**src/rtl/muldiv_pkg.sv**
```systemverilog
// Shared definitions for the RV32M execute unit: funct3 codes, FSM encoding and
// operand-class helpers. Build option MULDIV_DIV_EN enables the iterative divider.
package muldiv_pkg;

   localparam int XLEN_DEFAULT = 32;

   localparam logic [2:0] F3_MUL    = 3'b000;
   localparam logic [2:0] F3_MULH   = 3'b001;
   localparam logic [2:0] F3_MULHSU = 3'b010;
   localparam logic [2:0] F3_MULHU  = 3'b011;
   localparam logic [2:0] F3_DIV    = 3'b100;
   localparam logic [2:0] F3_DIVU   = 3'b101;
   localparam logic [2:0] F3_REM    = 3'b110;
   localparam logic [2:0] F3_REMU   = 3'b111;

   typedef enum logic [1:0] {
      IDLE = 2'd0,
      MUL  = 2'd1,
      DIV  = 2'd2,
      DONE = 2'd3
   } muldiv_state_e;

   // rs1 is treated as signed by MULH, MULHSU, DIV and REM; rs2 by MULH, DIV and REM.
   function automatic logic aSigned(input logic [2:0] f3);
      return (f3 == F3_MULH) || (f3 == F3_MULHSU) || (f3 == F3_DIV) || (f3 == F3_REM);
   endfunction

   function automatic logic bSigned(input logic [2:0] f3);
      return (f3 == F3_MULH) || (f3 == F3_DIV) || (f3 == F3_REM);
   endfunction

   function automatic logic isMulHigh(input logic [2:0] f3);
      return (f3 == F3_MULH) || (f3 == F3_MULHSU) || (f3 == F3_MULHU);
   endfunction

   function automatic logic isDivOp(input logic [2:0] f3);
      return (f3 == F3_DIV) || (f3 == F3_DIVU) || (f3 == F3_REM) || (f3 == F3_REMU);
   endfunction

   function automatic logic isRemOp(input logic [2:0] f3);
      return (f3 == F3_REM) || (f3 == F3_REMU);
   endfunction

endpackage

```
**src/rtl/divider_core.sv**
```systemverilog
// Iterative radix-2 restoring divider on unsigned magnitudes, one quotient bit per step.
// quotient/remainder show the value after the current step; they are final when last_iter is high.
module divider_core #(
   parameter int XLEN = 32
) (
   input  logic            clk,
   input  logic            reset,
   input  logic            load,
   input  logic            step,
   input  logic [XLEN-1:0] dividend,
   input  logic [XLEN-1:0] divisor,
   output logic [XLEN-1:0] quotient,
   output logic [XLEN-1:0] remainder,
   output logic            last_iter
);

   localparam int CW = $clog2(XLEN);

   logic [XLEN-1:0] quoReg;
   logic [XLEN-1:0] remReg;
   logic [XLEN-1:0] divReg;
   logic [CW-1:0]   cnt;
   logic [XLEN:0]   shifted;
   logic [XLEN:0]   diff;

   // quoReg starts as the dividend and fills with quotient bits from the right.
   assign shifted   = {remReg, quoReg[XLEN-1]};
   assign diff      = shifted - {1'b0, divReg};
   assign quotient  = {quoReg[XLEN-2:0], ~diff[XLEN]};
   assign remainder = diff[XLEN] ? shifted[XLEN-1:0] : diff[XLEN-1:0];
   assign last_iter = step && (cnt == CW'(XLEN - 1));

   always_ff @(posedge clk or negedge reset) begin
      if (!reset) begin
         quoReg <= '0;
         remReg <= '0;
         divReg <= '0;
         cnt    <= '0;
      end else if (load) begin
         quoReg <= dividend;
         remReg <= '0;
         divReg <= divisor;
         cnt    <= '0;
      end else if (step) begin
         quoReg <= quotient;
         remReg <= remainder;
         cnt    <= cnt + CW'(1);
      end
   end

endmodule

```
**src/rtl/muldiv_unit.sv**
```systemverilog
// RV32M execute unit: pipelined multiplier, optional iterative divider, stall/done FSM.
// Define MULDIV_DIV_EN to build the divider; otherwise divide ops finish at once with result 0.
module muldiv_unit
   import muldiv_pkg::*;
#(
   parameter int XLEN       = XLEN_DEFAULT,
   parameter int MUL_STAGES = 2
) (
   input  logic            clk,
   input  logic            reset,
   input  logic            startE,
   input  logic [2:0]      funct3E,
   input  logic [XLEN-1:0] SrcAE,
   input  logic [XLEN-1:0] SrcBE,
   input  logic            FlushE,
   output logic            stall_req,
   output logic            busy,
   output logic            done,
   output logic [XLEN-1:0] result,
   output muldiv_state_e   stateDbg
);

   muldiv_state_e state, stateNext;

   logic [2:0]        opReg;
   logic [2:0]        mulCnt;
   logic              startIdle;
   logic              mulLast;
   logic [2*XLEN-1:0] mulA;
   logic [2*XLEN-1:0] mulB;
   logic [2*XLEN-1:0] product;
   logic [2*XLEN-1:0] mulPipe [MUL_STAGES];
   logic [XLEN-1:0]   mulResult;
   logic              divFast;
   logic              divLast;
   logic [XLEN-1:0]   fastResult;
   logic [XLEN-1:0]   divResult;

   assign startIdle = (state == IDLE) && startE;

   // Sign-extending to 2*XLEN makes the low 2*XLEN bits of a plain product
   // correct for every signedness combination.
   assign mulA    = {{XLEN{aSigned(funct3E) & SrcAE[XLEN-1]}}, SrcAE};
   assign mulB    = {{XLEN{bSigned(funct3E) & SrcBE[XLEN-1]}}, SrcBE};
   assign product = mulA * mulB;

   always_ff @(posedge clk or negedge reset) begin
      if (!reset) begin
         for (int i = 0; i < MUL_STAGES; i++) mulPipe[i] <= '0;
      end else if (startIdle || (state == MUL)) begin
         mulPipe[0] <= product;
         for (int i = 1; i < MUL_STAGES; i++) mulPipe[i] <= mulPipe[i-1];
      end
   end

   assign mulLast   = (mulCnt == 3'(MUL_STAGES - 1));
   assign mulResult = isMulHigh(opReg) ? mulPipe[MUL_STAGES-1][2*XLEN-1:XLEN]
                                       : mulPipe[MUL_STAGES-1][XLEN-1:0];

`ifdef MULDIV_DIV_EN
   logic            divSignA;
   logic            divSignB;
   logic            divLoad;
   logic            negQ;
   logic            negR;
   logic [XLEN-1:0] minNeg;
   logic [XLEN-1:0] dividendMag;
   logic [XLEN-1:0] divisorMag;
   logic [XLEN-1:0] quotient;
   logic [XLEN-1:0] remainder;

   assign divSignA    = aSigned(funct3E) & SrcAE[XLEN-1];
   assign divSignB    = bSigned(funct3E) & SrcBE[XLEN-1];
   assign dividendMag = divSignA ? -SrcAE : SrcAE;
   assign divisorMag  = divSignB ? -SrcBE : SrcBE;
   assign minNeg      = {1'b1, {(XLEN-1){1'b0}}};

   // Divide-by-zero and the signed overflow case have fixed answers; skip iteration.
   assign divFast    = (SrcBE == '0) || (aSigned(funct3E) && (SrcAE == minNeg) && (SrcBE == '1));
   assign fastResult = (SrcBE == '0) ? (isRemOp(funct3E) ? SrcAE : '1)
                                     : (isRemOp(funct3E) ? '0 : SrcAE);
   assign divLoad    = startIdle && isDivOp(funct3E) && !divFast;

   always_ff @(posedge clk or negedge reset) begin
      if (!reset) begin
         negQ <= 1'b0;
         negR <= 1'b0;
      end else if (divLoad) begin
         negQ <= divSignA ^ divSignB;
         negR <= divSignA;
      end
   end

   divider_core #(.XLEN(XLEN)) uDivider (
      .clk       (clk),
      .reset     (reset),
      .load      (divLoad),
      .step      (state == DIV),
      .dividend  (dividendMag),
      .divisor   (divisorMag),
      .quotient  (quotient),
      .remainder (remainder),
      .last_iter (divLast)
   );

   assign divResult = isRemOp(opReg) ? (negR ? -remainder : remainder)
                                     : (negQ ? -quotient : quotient);
`else
   assign divFast    = 1'b1;
   assign fastResult = '0;
   assign divLast    = 1'b0;
   assign divResult  = '0;
`endif

   always_comb begin
      stateNext = state;
      case (state)
         IDLE: begin
            if (startE) begin
               if (!isDivOp(funct3E)) stateNext = MUL;
               else if (divFast)      stateNext = DONE;
               else                   stateNext = DIV;
            end
         end
         MUL: begin
            if (FlushE)       stateNext = IDLE;
            else if (mulLast) stateNext = DONE;
         end
         DIV: begin
            if (FlushE)       stateNext = IDLE;
            else if (divLast) stateNext = DONE;
         end
         DONE:    stateNext = IDLE;
         default: stateNext = IDLE;
      endcase
   end

   // result only moves on entry to DONE, so a flush leaves the previous value intact.
   always_ff @(posedge clk or negedge reset) begin
      if (!reset) begin
         state  <= IDLE;
         opReg  <= '0;
         mulCnt <= '0;
         result <= '0;
      end else begin
         state <= stateNext;
         if (startIdle) opReg <= funct3E;
         if (state == MUL) mulCnt <= mulCnt + 3'd1;
         else              mulCnt <= '0;
         if (stateNext == DONE) begin
            case (state)
               MUL:     result <= mulResult;
               DIV:     result <= divResult;
               default: result <= fastResult;
            endcase
         end
      end
   end

   assign stall_req = startIdle || (state == MUL) || (state == DIV);
   assign busy      = (state != IDLE);
   assign done      = (state == DONE);
   assign stateDbg  = state;

endmodule

```
**config.mk**
```make
export PLATFORM = sky130hd
export DESIGN_NAME = muldiv_unit
export DESIGN_NICKNAME = d
export VERILOG_FILES = /design/src/rtl/muldiv_pkg.sv /design/src/rtl/divider_core.sv /design/src/rtl/muldiv_unit.sv
export SDC_FILE = /design/constraint.sdc
export NUM_CORES = 2
export LEC_CHECK = 0
export ABC_AREA = 1
export CAP_MARGIN = 20
export CORE_MARGIN = 4
export CORE_UTILIZATION = 25
export DETAILED_ROUTE_END_ITERATION = 6
export PLACE_DENSITY = 0.36
export SETUP_SLACK_MARGIN = 0.5
export SYNTH_ARGS = -nofsm -noshare
export SYNTH_HDL_FRONTEND = slang
export SYNTH_SLANG_ARGS = --single-unit
```
**constraint.sdc**
```tcl
create_clock -name clk -period 1.63 [get_ports clk]
set_clock_uncertainty 0.15 [all_clocks]
set_input_delay 0.326 -clock clk [delete_from_list [all_inputs] [get_ports clk]]
set_output_delay 0.326 -clock clk [all_outputs]
set_load 0.02 [all_outputs]
```
==> metrics.md <==
| Metric | Value |
|---|---|
| Routed wire length | `189000 microns` |
| Critical path endpoint | `mulPipe[119]` |
| Design area | `66600 sq um` |
| Most frequent cells in the layout | `1495 x inv_1, 1346 x nand2_1, 1037 x fa_1` |
| Share of cells above drive strength 1 | `31.4%` |
| Chip width | `438 microns` |
| RSZ-0062 raised after global routing | `true` |
| Number of global-route vias before repair | `42700` |
| Syn nets | `7152` |
| Mapped Area | `46300 sq um` |
| Wire per inst | `21.1 microns` |
| Clock Path Buffers | `2` |
| Worst-skew pair later-pin latency | `0.45 ns` |
| Row count | `157` |
| GRT overflow | `0` |
| CP max stage cell | `fa_2` |
| Layout area overhead | `43.7%` |
| Core Footprint | `184000 sq um` |
| Final Hold Fails | `0` |
| CTS tree | `built` |
| Final period utilization | `422%` |
| Placer Congestion | `0.870` |
| Avg Cell Area, Syn | `8.07 sq um` |
| Hold Path Depth | `4` |
| Die Ht | `438 microns` |
| Setup Viol. Count Final | `165` |
| Routed via count | `38600` |
| PortBufs | `107` |
| Clock Sinks | `168` |
| Req. time, crit path | `1.82 ns` |
| Outcome | `finished, violations left` |
| CP peak stage delay | `0.59 ns` |
| Crit path DAT | `7.07 ns` |
| Worst-margin pin slew | `0.529 ns` |
| First-pass GRT wire length | `289000 microns` |
| Failing checks | `setup timing` |
| Reg clk slew, reported paths | `0.07 ns` |
| Rel. slew slack | `64.7%` |
| Async S/R FF share, synth | `100%` |
| H-tree Lvls | `4` |
| CP startpoint kind | `primary input` |
| Max Fclk | `146 MHz` |
| DR vias/cell | `4.30` |
| Number of remaining DRC errors | `0` |
| Register bit count reported by yosys | `168` |
| Final nets | `7904` |
| Crit-path most repeated cell | `inv_2` |
| Commonest non-fill, non-tap cell in the layout | `inv_1` |
| Final Slew Violations | `0` |
| # IOs | `108` |
| Clk root buf | `clkbuf_16` |
| Sequential share of the synthesized area | `9.08%` |
| Hold Path Class | `in -> reg` |
| Maximum fanout along the worst path | `5` |
| Synthesis Warnings | `0` |
| Starting DRC count in detailed routing | `1836` |
| Die ar. | `192000 sq um` |
| Post-DP HPWL | `139000 microns` |
| GRT Overall Usage | `20.1%` |
| Clock buffer count from CTS | `17` |
| Cell taking the most area after synthesis | `fa_1` |
| Post-Synthesis Cells | `5742` |
| EDFF count, synth | `0` |
| Minimum clock period | `6.87 ns` |
| Placed inst area | `56600 sq um` |
| Reg2Reg Depth | `12` |
| Initial antenna violation count | `5` |
| Worst setup margin | `-5.24 ns` |
| Area contributors post-synth | `fa_1 49%, inv_1 13%, nand2_1 13%, dfrtp_1 9.1%, ha_1 5.8%` |
| Max-cap viol count | `0` |
| Netlist cell types | `36` |
| Critical path class | `in -> reg` |
| Fillers | `19000` |
| Largest net degree at the start of global routing | `34` |
| Setup total negative slack | `-312.37 ns` |
| Crit path from | `funct3E[0]` |
| Post-DRT Antenna Nets | `0` |
| R2r endpoint | `mulPipe[113]` |
| Synth Flop Type | `dfrtp_1` |
| Share of Yosys cell area claimed by the top area cell type | `48.6%` |
| DR pass1 iterations | `5` |
| Flop-to-flop setup slack | `-0.42 ns` |
| Initial Util | `25.2%` |
| Reg2Reg Launch Point | `stateDbg[1]` |
| CP endpoint kind | `flop` |
==> routing by layer <==
layer,part of all wire (%),GRT usage [%],vias up
li1,-,-,17700
met1,46,28.2,20200
met2,49,35.2,587
met3,2.6,1.06,120
met4,1.8,2.77,2
met5,0.0048,0,-
==> cell type report <==
class                      count  area, sq um  area share [%]
clock inverter                12          120           0.180
timing repair buffer        1035        12500            18.8
multi-input combinational   3625        39900            60.0
clock buffer                  19          453           0.680
inverter                    1645         6250            9.38
sequential                   168         4210            6.32
antenna                        1         2.50         0.00376
tap                         2464         3080            4.63
timing repair inverter         2         27.5          0.0413
==> logic make-up after synthesis <==
logic type,Yosys count,share of synthesized area (%)
AND/OR/NAND/NOR,1956,16.6
flip-flops,168,9.08
buffers and inverters,1949,15.9
XOR/XNOR,22,0.416
adder cells (fa/ha/maj),1339,54.4
AO/OA/AOI/OAI,308,3.67
==> state kept, by name, summed over array words and instances, names as in the netlist <==
signal / cells
mulPipe: 128
result: 32
mulCnt: 3
opReg: 3
stateDbg: 2
==> cell usage after synthesis, drive strengths merged, types with 7 or more instances <==
| cell | count |
|---|---|
| buf | 23 |
| clkbuf | 281 |
| a31oi | 10 |
| nand2 | 1570 |
| o211ai | 31 |
| nor3 | 11 |
| a21o | 10 |
| fa | 1125 |
| inv | 1645 |
| or2 | 28 |
| nor2 | 211 |
| ha | 214 |
| nand3b | 10 |
| xnor2 | 19 |
| o21ai | 129 |
| o21bai | 7 |
| a21oi | 113 |
| nand3 | 103 |
| nand4 | 16 |
| dfrtp | 168 |
==> how the worst min path moves through the flow <==
stage	start	slack, ns	endpoint
floorplan	reset	-0.12	mulCnt[0]
global placement	reset	0.14	mulPipe[43]
detailed placement	reset	0.14	mulPipe[78]
CTS	funct3E[0]	0.08	opReg[0]
global route	funct3E[2]	0.08	opReg[2]
finish	funct3E[0]	0.09	opReg[0]
==> repair_timing <==
| item | 4_1_cts | 5_1_grt |
|---|---|---|
| pin swaps | 331 | 267 |
| endpoints found under the hold margin | 112 | 0 |
| gates cloned | 83 | 1 |
| setup endpoints to repair | 203 | 223 |
| setup buffers | 193 | 43 |
| resized for setup | 1452 | 360 |
| hold buffers | 1 | 0 |
==> critical path: cells and delay by family <==
family / cells / cell delay [ns]
AO/OA/AOI/OAI: 1 / 0.08
buffers and inverters: 13 / 0.97
AND/OR/NAND/NOR: 12 / 1.19
adder cells (fa/ha/maj): 9 / 4.48
==> through the flow <==
stage / worst slack, ns / hold WS (ns) / std cells / util [%]
after floorplan: -5.47 / -0.120 / 5742 / -
after global placement: -6.46 / 0.139 / 8618 / 30.8
after detailed placement: -6.44 / 0.138 / 8618 / 30.8
after CTS: -5.28 / 0.0755 / 8926 / 35.3
after global routing: -5.54 / 0.0841 / 8970 / 36.3
final: -5.24 / 0.0926 / 8971 / 36.3
Power is left out: the tool's default activity adds up to more than one toggle a clock period on the data nets, which glitch-free logic cannot reach.
